File: src/rtl/vx_mem_arb_pkg.sv
// Shared types and width helpers for the vx_mem_req_arb slice.
// The default-width req_t/rsp_t record the field order used by the arbiter's internal registers.
package vx_mem_arb_pkg;

  typedef enum logic {
    REQ_READ  = 1'b0,
    REQ_WRITE = 1'b1
  } req_kind_e;

  localparam int unsigned DEF_NUM_REQS   = 4;
  localparam int unsigned DEF_ADDR_WIDTH = 32;
  localparam int unsigned DEF_DATA_SIZE  = 4;
  localparam int unsigned DEF_TAG_WIDTH  = 8;

  function automatic int unsigned calc_sel_bits(input int unsigned num_reqs);
    return (num_reqs > 1) ? $clog2(num_reqs) : 1;
  endfunction

  function automatic int unsigned calc_out_tag_width(input int unsigned tag_width,
                                                     input int unsigned num_reqs);
    return tag_width + calc_sel_bits(num_reqs);
  endfunction

  typedef struct packed {
    logic                                  rw;
    logic [DEF_ADDR_WIDTH-1:0]             addr;
    logic [DEF_DATA_SIZE-1:0]              byteen;
    logic [8*DEF_DATA_SIZE-1:0]            data;
    logic [DEF_TAG_WIDTH+2-1:0]            tag;
  } req_t;

  typedef struct packed {
    logic [8*DEF_DATA_SIZE-1:0]            data;
    logic [DEF_TAG_WIDTH-1:0]              tag;
  } rsp_t;

endpackage

File: src/rtl/vx_mem_req_arb_rr.sv
// vx_rr_arbiter: round-robin arbiter holding its own pointer.
// The first requester at or after the pointer wins; the pointer advances past the winner.
module vx_rr_arbiter
  import vx_mem_arb_pkg::*;
#(
  parameter  int unsigned NUM_REQS = 4,
  localparam int unsigned SEL_BITS = calc_sel_bits(NUM_REQS)
) (
  input  logic                clk,
  input  logic                reset,
  input  logic [NUM_REQS-1:0] req_mask,
  input  logic                advance,
  output logic [NUM_REQS-1:0] grant,
  output logic [SEL_BITS-1:0] grant_idx,
  output logic                grant_valid
);

  logic [SEL_BITS-1:0] rr_ptr;
  logic                found;

  // Two ordered passes (pointer..top, then 0..pointer-1) give the wrap-around priority.
  always_comb begin
    grant     = '0;
    grant_idx = '0;
    found     = 1'b0;
    for (int unsigned i = 0; i < NUM_REQS; i++) begin
      if (!found && req_mask[i] && (i >= 32'(rr_ptr))) begin
        found     = 1'b1;
        grant[i]  = 1'b1;
        grant_idx = SEL_BITS'(i);
      end
    end
    for (int unsigned i = 0; i < NUM_REQS; i++) begin
      if (!found && req_mask[i] && (i < 32'(rr_ptr))) begin
        found     = 1'b1;
        grant[i]  = 1'b1;
        grant_idx = SEL_BITS'(i);
      end
    end
    grant_valid = found;
  end

  always_ff @(posedge clk or negedge reset) begin
    if (!reset) begin
      rr_ptr <= '0;
    end else if (advance && grant_valid) begin
      rr_ptr <= (32'(grant_idx) == NUM_REQS - 1) ? '0 : grant_idx + 1'b1;
    end
  end

endmodule

File: src/rtl/vx_mem_req_arb.sv
// Merges NUM_REQS dcache request channels onto one cache port with credit-limited reads,
// and routes responses back by tag index. Optional counters: define VX_MEM_ARB_PERF_EN.
module vx_mem_req_arb
  import vx_mem_arb_pkg::*;
#(
  parameter  int unsigned NUM_REQS      = 4,
  parameter  int unsigned ADDR_WIDTH    = 32,
  parameter  int unsigned DATA_SIZE     = 4,
  parameter  int unsigned TAG_WIDTH     = 8,
  parameter  int unsigned MAX_PENDING   = 16,
  localparam int unsigned DATA_WIDTH    = 8 * DATA_SIZE,
  localparam int unsigned SEL_BITS      = calc_sel_bits(NUM_REQS),
  localparam int unsigned OUT_TAG_WIDTH = calc_out_tag_width(TAG_WIDTH, NUM_REQS),
  localparam int unsigned CNT_W         = $clog2(MAX_PENDING + 1)
) (
  input  logic                           clk,
  input  logic                           reset,
  input  logic [NUM_REQS-1:0]            in_req_valid,
  input  logic [NUM_REQS-1:0]            in_req_rw,
  input  logic [NUM_REQS*ADDR_WIDTH-1:0] in_req_addr,
  input  logic [NUM_REQS*DATA_SIZE-1:0]  in_req_byteen,
  input  logic [NUM_REQS*DATA_WIDTH-1:0] in_req_data,
  input  logic [NUM_REQS*TAG_WIDTH-1:0]  in_req_tag,
  output logic [NUM_REQS-1:0]            in_req_ready,
  output logic                           out_req_valid,
  output logic                           out_req_rw,
  output logic [ADDR_WIDTH-1:0]          out_req_addr,
  output logic [DATA_SIZE-1:0]           out_req_byteen,
  output logic [DATA_WIDTH-1:0]          out_req_data,
  output logic [OUT_TAG_WIDTH-1:0]       out_req_tag,
  input  logic                           out_req_ready,
  input  logic                           in_rsp_valid,
  input  logic [DATA_WIDTH-1:0]          in_rsp_data,
  input  logic [OUT_TAG_WIDTH-1:0]       in_rsp_tag,
  output logic                           in_rsp_ready,
  output logic [NUM_REQS-1:0]            out_rsp_valid,
  output logic [DATA_WIDTH-1:0]          out_rsp_data,
  output logic [TAG_WIDTH-1:0]           out_rsp_tag,
  input  logic [NUM_REQS-1:0]            out_rsp_ready,
  output logic [CNT_W-1:0]               pending_cnt
`ifdef VX_MEM_ARB_PERF_EN
  ,
  output logic [NUM_REQS*32-1:0]         perf_grants,
  output logic [31:0]                    perf_stall_cycles,
  output logic [31:0]                    perf_credit_stall
`endif
);

  typedef struct packed {
    logic                     rw;
    logic [ADDR_WIDTH-1:0]    addr;
    logic [DATA_SIZE-1:0]     byteen;
    logic [DATA_WIDTH-1:0]    data;
    logic [OUT_TAG_WIDTH-1:0] tag;
  } arb_req_t;

  typedef struct packed {
    logic [DATA_WIDTH-1:0] data;
    logic [TAG_WIDTH-1:0]  tag;
  } arb_rsp_t;

  logic [NUM_REQS-1:0] eligible;
  logic [NUM_REQS-1:0] grant;
  logic [SEL_BITS-1:0] grant_idx;
  logic                grant_valid;
  logic                credit_full;
  logic                stage_load;
  logic                req_fire;
  logic                rd_fire;
  logic                rsp_fire;
  arb_req_t            mux_req;
  arb_req_t            req_r;
  arb_rsp_t            rsp_r;
  logic                rsp_valid_r;
  logic [SEL_BITS-1:0] sel_r;
  logic [SEL_BITS-1:0] in_rsp_sel;
  logic                sel_ready;

  // Writes bypass the credit check; only reads consume a credit.
  assign credit_full = (pending_cnt >= CNT_W'(MAX_PENDING));
  assign eligible    = in_req_valid & (in_req_rw | {NUM_REQS{~credit_full}});

  vx_rr_arbiter #(
    .NUM_REQS (NUM_REQS)
  ) u_rr_arbiter (
    .clk         (clk),
    .reset       (reset),
    .req_mask    (eligible),
    .advance     (stage_load),
    .grant       (grant),
    .grant_idx   (grant_idx),
    .grant_valid (grant_valid)
  );

  assign stage_load   = ~out_req_valid | out_req_ready;
  assign in_req_ready = grant & {NUM_REQS{stage_load}};
  assign req_fire     = grant_valid & stage_load;
  assign rd_fire      = req_fire & (mux_req.rw == REQ_READ);

  always_comb begin
    mux_req = '0;
    for (int unsigned i = 0; i < NUM_REQS; i++) begin
      if (grant[i]) begin
        mux_req.rw     = in_req_rw[i];
        mux_req.addr   = in_req_addr[i*ADDR_WIDTH +: ADDR_WIDTH];
        mux_req.byteen = in_req_byteen[i*DATA_SIZE +: DATA_SIZE];
        mux_req.data   = in_req_data[i*DATA_WIDTH +: DATA_WIDTH];
        mux_req.tag    = {in_req_tag[i*TAG_WIDTH +: TAG_WIDTH], SEL_BITS'(i)};
      end
    end
  end

  always_ff @(posedge clk or negedge reset) begin
    if (!reset) begin
      out_req_valid <= 1'b0;
      req_r         <= '0;
    end else if (stage_load) begin
      out_req_valid <= req_fire;
      if (req_fire) begin
        req_r <= mux_req;
      end
    end
  end

  assign out_req_rw     = req_r.rw;
  assign out_req_addr   = req_r.addr;
  assign out_req_byteen = req_r.byteen;
  assign out_req_data   = req_r.data;
  assign out_req_tag    = req_r.tag;

  assign rsp_fire = in_rsp_valid & in_rsp_ready;

  always_ff @(posedge clk or negedge reset) begin
    if (!reset) begin
      pending_cnt <= '0;
    end else if (rd_fire && !rsp_fire) begin
      pending_cnt <= pending_cnt + 1'b1;
    end else if (!rd_fire && rsp_fire && (pending_cnt != '0)) begin
      pending_cnt <= pending_cnt - 1'b1;
    end
  end

  assign in_rsp_sel = in_rsp_tag[SEL_BITS-1:0];

  // An out-of-range sel matches no channel, so sel_ready stays 1 and the entry drains next cycle.
  always_comb begin
    sel_ready     = 1'b1;
    out_rsp_valid = '0;
    for (int unsigned i = 0; i < NUM_REQS; i++) begin
      if (sel_r == SEL_BITS'(i)) begin
        sel_ready        = out_rsp_ready[i];
        out_rsp_valid[i] = rsp_valid_r;
      end
    end
  end

  assign in_rsp_ready = ~rsp_valid_r | sel_ready;

  always_ff @(posedge clk or negedge reset) begin
    if (!reset) begin
      rsp_valid_r <= 1'b0;
      rsp_r       <= '0;
      sel_r       <= '0;
    end else if (in_rsp_ready) begin
      rsp_valid_r <= in_rsp_valid;
      if (in_rsp_valid) begin
        rsp_r.data <= in_rsp_data;
        rsp_r.tag  <= in_rsp_tag[OUT_TAG_WIDTH-1:SEL_BITS];
        sel_r      <= in_rsp_sel;
      end
    end
  end

  assign out_rsp_data = rsp_r.data;
  assign out_rsp_tag  = rsp_r.tag;

  a_no_underflow: assert property (@(posedge clk) disable iff (!reset)
    !(rsp_fire && !rd_fire && (pending_cnt == '0)));

  a_rsp_sel_range: assert property (@(posedge clk) disable iff (!reset)
    !(rsp_fire && (32'(in_rsp_sel) >= NUM_REQS)));

`ifdef VX_MEM_ARB_PERF_EN
  logic [31:0] grant_cnt [NUM_REQS];

  always_ff @(posedge clk or negedge reset) begin
    if (!reset) begin
      for (int unsigned i = 0; i < NUM_REQS; i++) begin
        grant_cnt[i] <= '0;
      end
      perf_stall_cycles <= '0;
      perf_credit_stall <= '0;
    end else begin
      for (int unsigned i = 0; i < NUM_REQS; i++) begin
        if (in_req_ready[i]) begin
          grant_cnt[i] <= grant_cnt[i] + 32'd1;
        end
      end
      if (out_req_valid && !out_req_ready) begin
        perf_stall_cycles <= perf_stall_cycles + 32'd1;
      end
      if (credit_full && (|(in_req_valid & ~in_req_rw))) begin
        perf_credit_stall <= perf_credit_stall + 32'd1;
      end
    end
  end

  always_comb begin
    perf_grants = '0;
    for (int unsigned i = 0; i < NUM_REQS; i++) begin
      perf_grants[i*32 +: 32] = grant_cnt[i];
    end
  end
`endif

endmodule

File: config.mk
export PLATFORM = sky130hd
export DESIGN_NAME = vx_mem_req_arb
export DESIGN_NICKNAME = d
export VERILOG_FILES = /design/src/rtl/vx_mem_arb_pkg.sv /design/src/rtl/vx_mem_req_arb_rr.sv /design/src/rtl/vx_mem_req_arb.sv
export SDC_FILE = /design/constraint.sdc
export NUM_CORES = 1
export LEC_CHECK = 0
export ABC_AREA = 1
export CAP_MARGIN = 0
export CORE_AREA = 2 2 190 192
export CTS_BUF_LIST = sky130_fd_sc_hd__clkbuf_16
export CTS_CLUSTER_SIZE = 20
export DETAILED_ROUTE_END_ITERATION = 8
export DIE_AREA = 0 0 192 194
export GPL_TIMING_DRIVEN = 0
export PLACE_DENSITY = 0.63
export SYNTH_ARGS = -nofsm -noshare
export SYNTH_HDL_FRONTEND = slang
export SYNTH_HIERARCHICAL = 1
export SYNTH_SLANG_ARGS = --single-unit
export TNS_END_PERCENT = 5
File: constraint.sdc
create_clock -name clk -period 3.1 [get_ports clk]
set_clock_uncertainty 0.15 [all_clocks]
set_input_delay 0.775 -clock clk [delete_from_list [all_inputs] [get_ports clk]]
set_output_delay 0.775 -clock clk [all_outputs]
set_load 0.02 [all_outputs]
==> impl_metrics.ini <==
[yosys]
synthDistinctLibCells = 34
synth_seq_cells = 130
synth_nets = 1356
synth.largest_area_cell = dfrtp_1
synthTopCellsByArea = dfrtp_1 43%, nand2_1 15%, o22a_1 8.8%
ys_top_cells_by_count = 306 x nand2_1, 130 x dfrtp_1, 113 x a21oi_1, 94 x inv_1, 81 x o21ai_1
synth_edf_count = 0
netlist_area_um2 = 7600
synth_top_family_by_area = compound AO/OA/AOI/OAI gates
synth_top_area_share_pct = 42.8
async_reset_ff_share_pct = 100
synth_compound_area_share_pct = 27.1
synth_xor_area_share_pct = 0.231
yosys.area_share.adder_pct = 0.922
synth_seq_area_share_pct = 42.8
ys_warn_count = 6
synth_cells = 989
yosys-mux-area-fraction_pct = 0
synth_ff_type = dfrtp_1
syn_area_per_cell_um2 = 7.68
synth.most_common_cell = nand2_1
yosys.area_share.simple_pct = 19.2

[clock_tree]
cts_root_buf = clkbuf_16
cts_buffers = 17
clk_latency_ns = 0.44
cts_tree = built
cts_sinks = 130
htreeDepth = 4
clk_pin_slew_worst_paths_ns = 0.06
postCtsHoldBufs = 0
clk_path_buf_depth = 2

[sta]
hold_ws_ns = 0.152
maxSlewHeadroom_pct = 33.6
setup_slack_ns = 0.142
max_freq_mhz = 338
hold_viol_final = 0
period_minus_slack_ns = 2.96
max_slew.worst_pin.slew_ns = 0.996
final-max-slew-violation-count = 0
setup_violations = 0
period_share_pct = 95.4

[global_route]
grt-ovfl-total = 0
grt_pass1_wl_um = 55900
grt_pass1_vias = 9358
grt_max_degree = 74
track_usage_pct = 20.3
antenna_found_initial = 1

[floorplanning]
die-area_um2 = 37200
coreArea_um2 = 35200
rows = 69
start_util_pct = 21.6
chipWidth_um = 192
die_y_um = 194
pin_count = 496

[layout]
nets = 1885
layout-drive-gt1-share_pct = 10.5
synthToLayoutAreaGrowth_pct = 82.1

[detailed_routing]
totalWireLength_um = 38800
firstDrtPassIters = 5
detail-route-antenna-nets = 0
wire_per_inst_um = 19.5
drc = 0
vias = 8968
initialDrtViolationCount = 332
avgViaCountPerCell = 4.51

[power_and_ir_drop]
leakagePower_nw = 6.00
p_total_mw = 12.3
ir_worst_vdd_v = 0.000477
powerDensity_nw_per_um2 = 886

[critical_path]
critPathLaunchType = input pin
critPathBufInv = 5
rrSetupSlack_ns = 0.18
cp_max_fo = 10
endpoint_kind = register
path_cells = clkbuf_2 -> o21a_1 -> nand2_2 -> nand4_1 -> inv_2 -> buf_12 -> buf_2 -> clkbuf_1 -> a21oi_1 -> o22a_1
worst_r2r_endpoint = out_req_data[3]
critPathMaxStageDelay_ns = 0.70
r2r_start = pending_cnt[4]
cp.arrival_ns = 3.13
cp_top_family = buffers and inverters
required_ns = 3.27
worstSetupPathType = input pin to register
crit_slowest_cell = clkbuf_1
reg2reg_depth = 10

[placed_design]
dp_hpwl_um = 30300
globalplace.congestion = 0.879
pre_cts_slack_ns = -1.00
numPortBuffers = 495

[min_path]
hold_class = input pin to asynchronous set/reset pin

[job]
maxCapViolations = 0

[status]
outcome = completed
==> timing repair <==
action                                  in CTS  in global routing
resized for setup                           36                 21
setup buffers                               10                  5
pin swaps                                   14                 19
endpoints found under the setup margin      85                 64
==> registers in the layout, summed over array words and instances (netlist names) <==
name and count:
out_req_addr 32, out_req_byteen 4, out_req_data 32, out_req_rw 1, out_req_tag 10, out_req_valid 1
out_rsp_data 32, out_rsp_tag 8, pending_cnt 5, rsp_valid_r 1, sel_r 2, u_rr_arbiter/rr_ptr 2
==> power breakdown <==
part / total [mW] / internal [mW] / switching, mW
Sequential: 3.11 / 2.55 / 0.567
Clock: 1.83 / 1.06 / 0.773
Combinational: 7.32 / 3.24 / 4.07
Total: 12.3 / 6.85 / 5.41
==> worst max path at each step <==
stage	from	endpoint	slack, ns	depth (start not counted)
floorplan	in_req_rw[1]	pending_cnt[4]	-0.02	21
global placement	reset	out_req_addr[4]	-4.74	1
detailed placement	in_req_rw[1]	out_req_data[7]	-1.00	13
CTS	in_req_valid[0]	pending_cnt[4]	-0.03	21
global route	pending_cnt[4]	pending_cnt[4]	-0.02	21
finish	in_req_rw[1]	out_req_data[3]	0.14	10
==> per-stage QoR <==
step	TNS [ns]	cells	area (um^2)	utilization (%)
2_1_floorplan	-0.0229	989	7640	-
3_3_place_gp	-671.73	1945	13200	37.4
3_5_place_dp	-59.23	1946	13200	37.5
4_1_cts	-0.0482	1984	13800	39.2
5_1_grt	-0.0154	1988	13800	39.3
6_report	0	1989	13800	39.3
==> cells by family (layout without fill, tap and decap cells) <==
kind of cell             count (synthesis)  after routing
AND/OR/NAND/NOR                        358            358
adder cells (fa/ha/maj)                  5              5
flip-flops                             130            130
buffers and inverters                  174            712
other                                    0              1
XOR/XNOR                                 2              2
AO/OA/AOI/OAI                          320            320
==> cell type report <==
class	count	area (um^2)
Tap cell	461	577
Clock inverter	11	78.8
Sequential cell	130	3250
Multi-Input combinational cell	685	3680
Antenna cell	1	2.50
Fill cell	3637	21400
Timing Repair Buffer	511	5070
Clock buffer	17	425
Buffer	65	348
Inverter	108	408
==> cells in the final DEF (no fill, tap or decap), types with 20 or more instances in the layout <==
cell               n
buf_4             23
a21oi_1          113
clkdlybuf4s50_1  481
buf_2             20
inv_1             95
o21ai_1           81
o22a_1            76
dfrtp_1          130
clkbuf_1          24
nand2_1          301
a21oi_2           40
==> worst reg2reg max path, cell delays in order, from the launching register on <==
cell and delay [ns]:
dfrtp_1 0.35, inv_2 0.07, o21a_1 0.19, nand2_2 0.09, nand4_1 0.16, inv_2 0.11
buf_12 0.15, buf_2 0.38, clkbuf_1 0.71, a21oi_1 0.21, o22a_1 0.23
==> per-layer routing <==
metal	vias up	share of wire, %	GRT usage [%]
li1	4332	-	-
met1	4234	39	22.4
met2	363	50	36.4
met3	39	8.9	6.43
met4	0	2.5	7.18
met5	-	0	0
No activity file was read; power rests on OpenSTA's default activity.
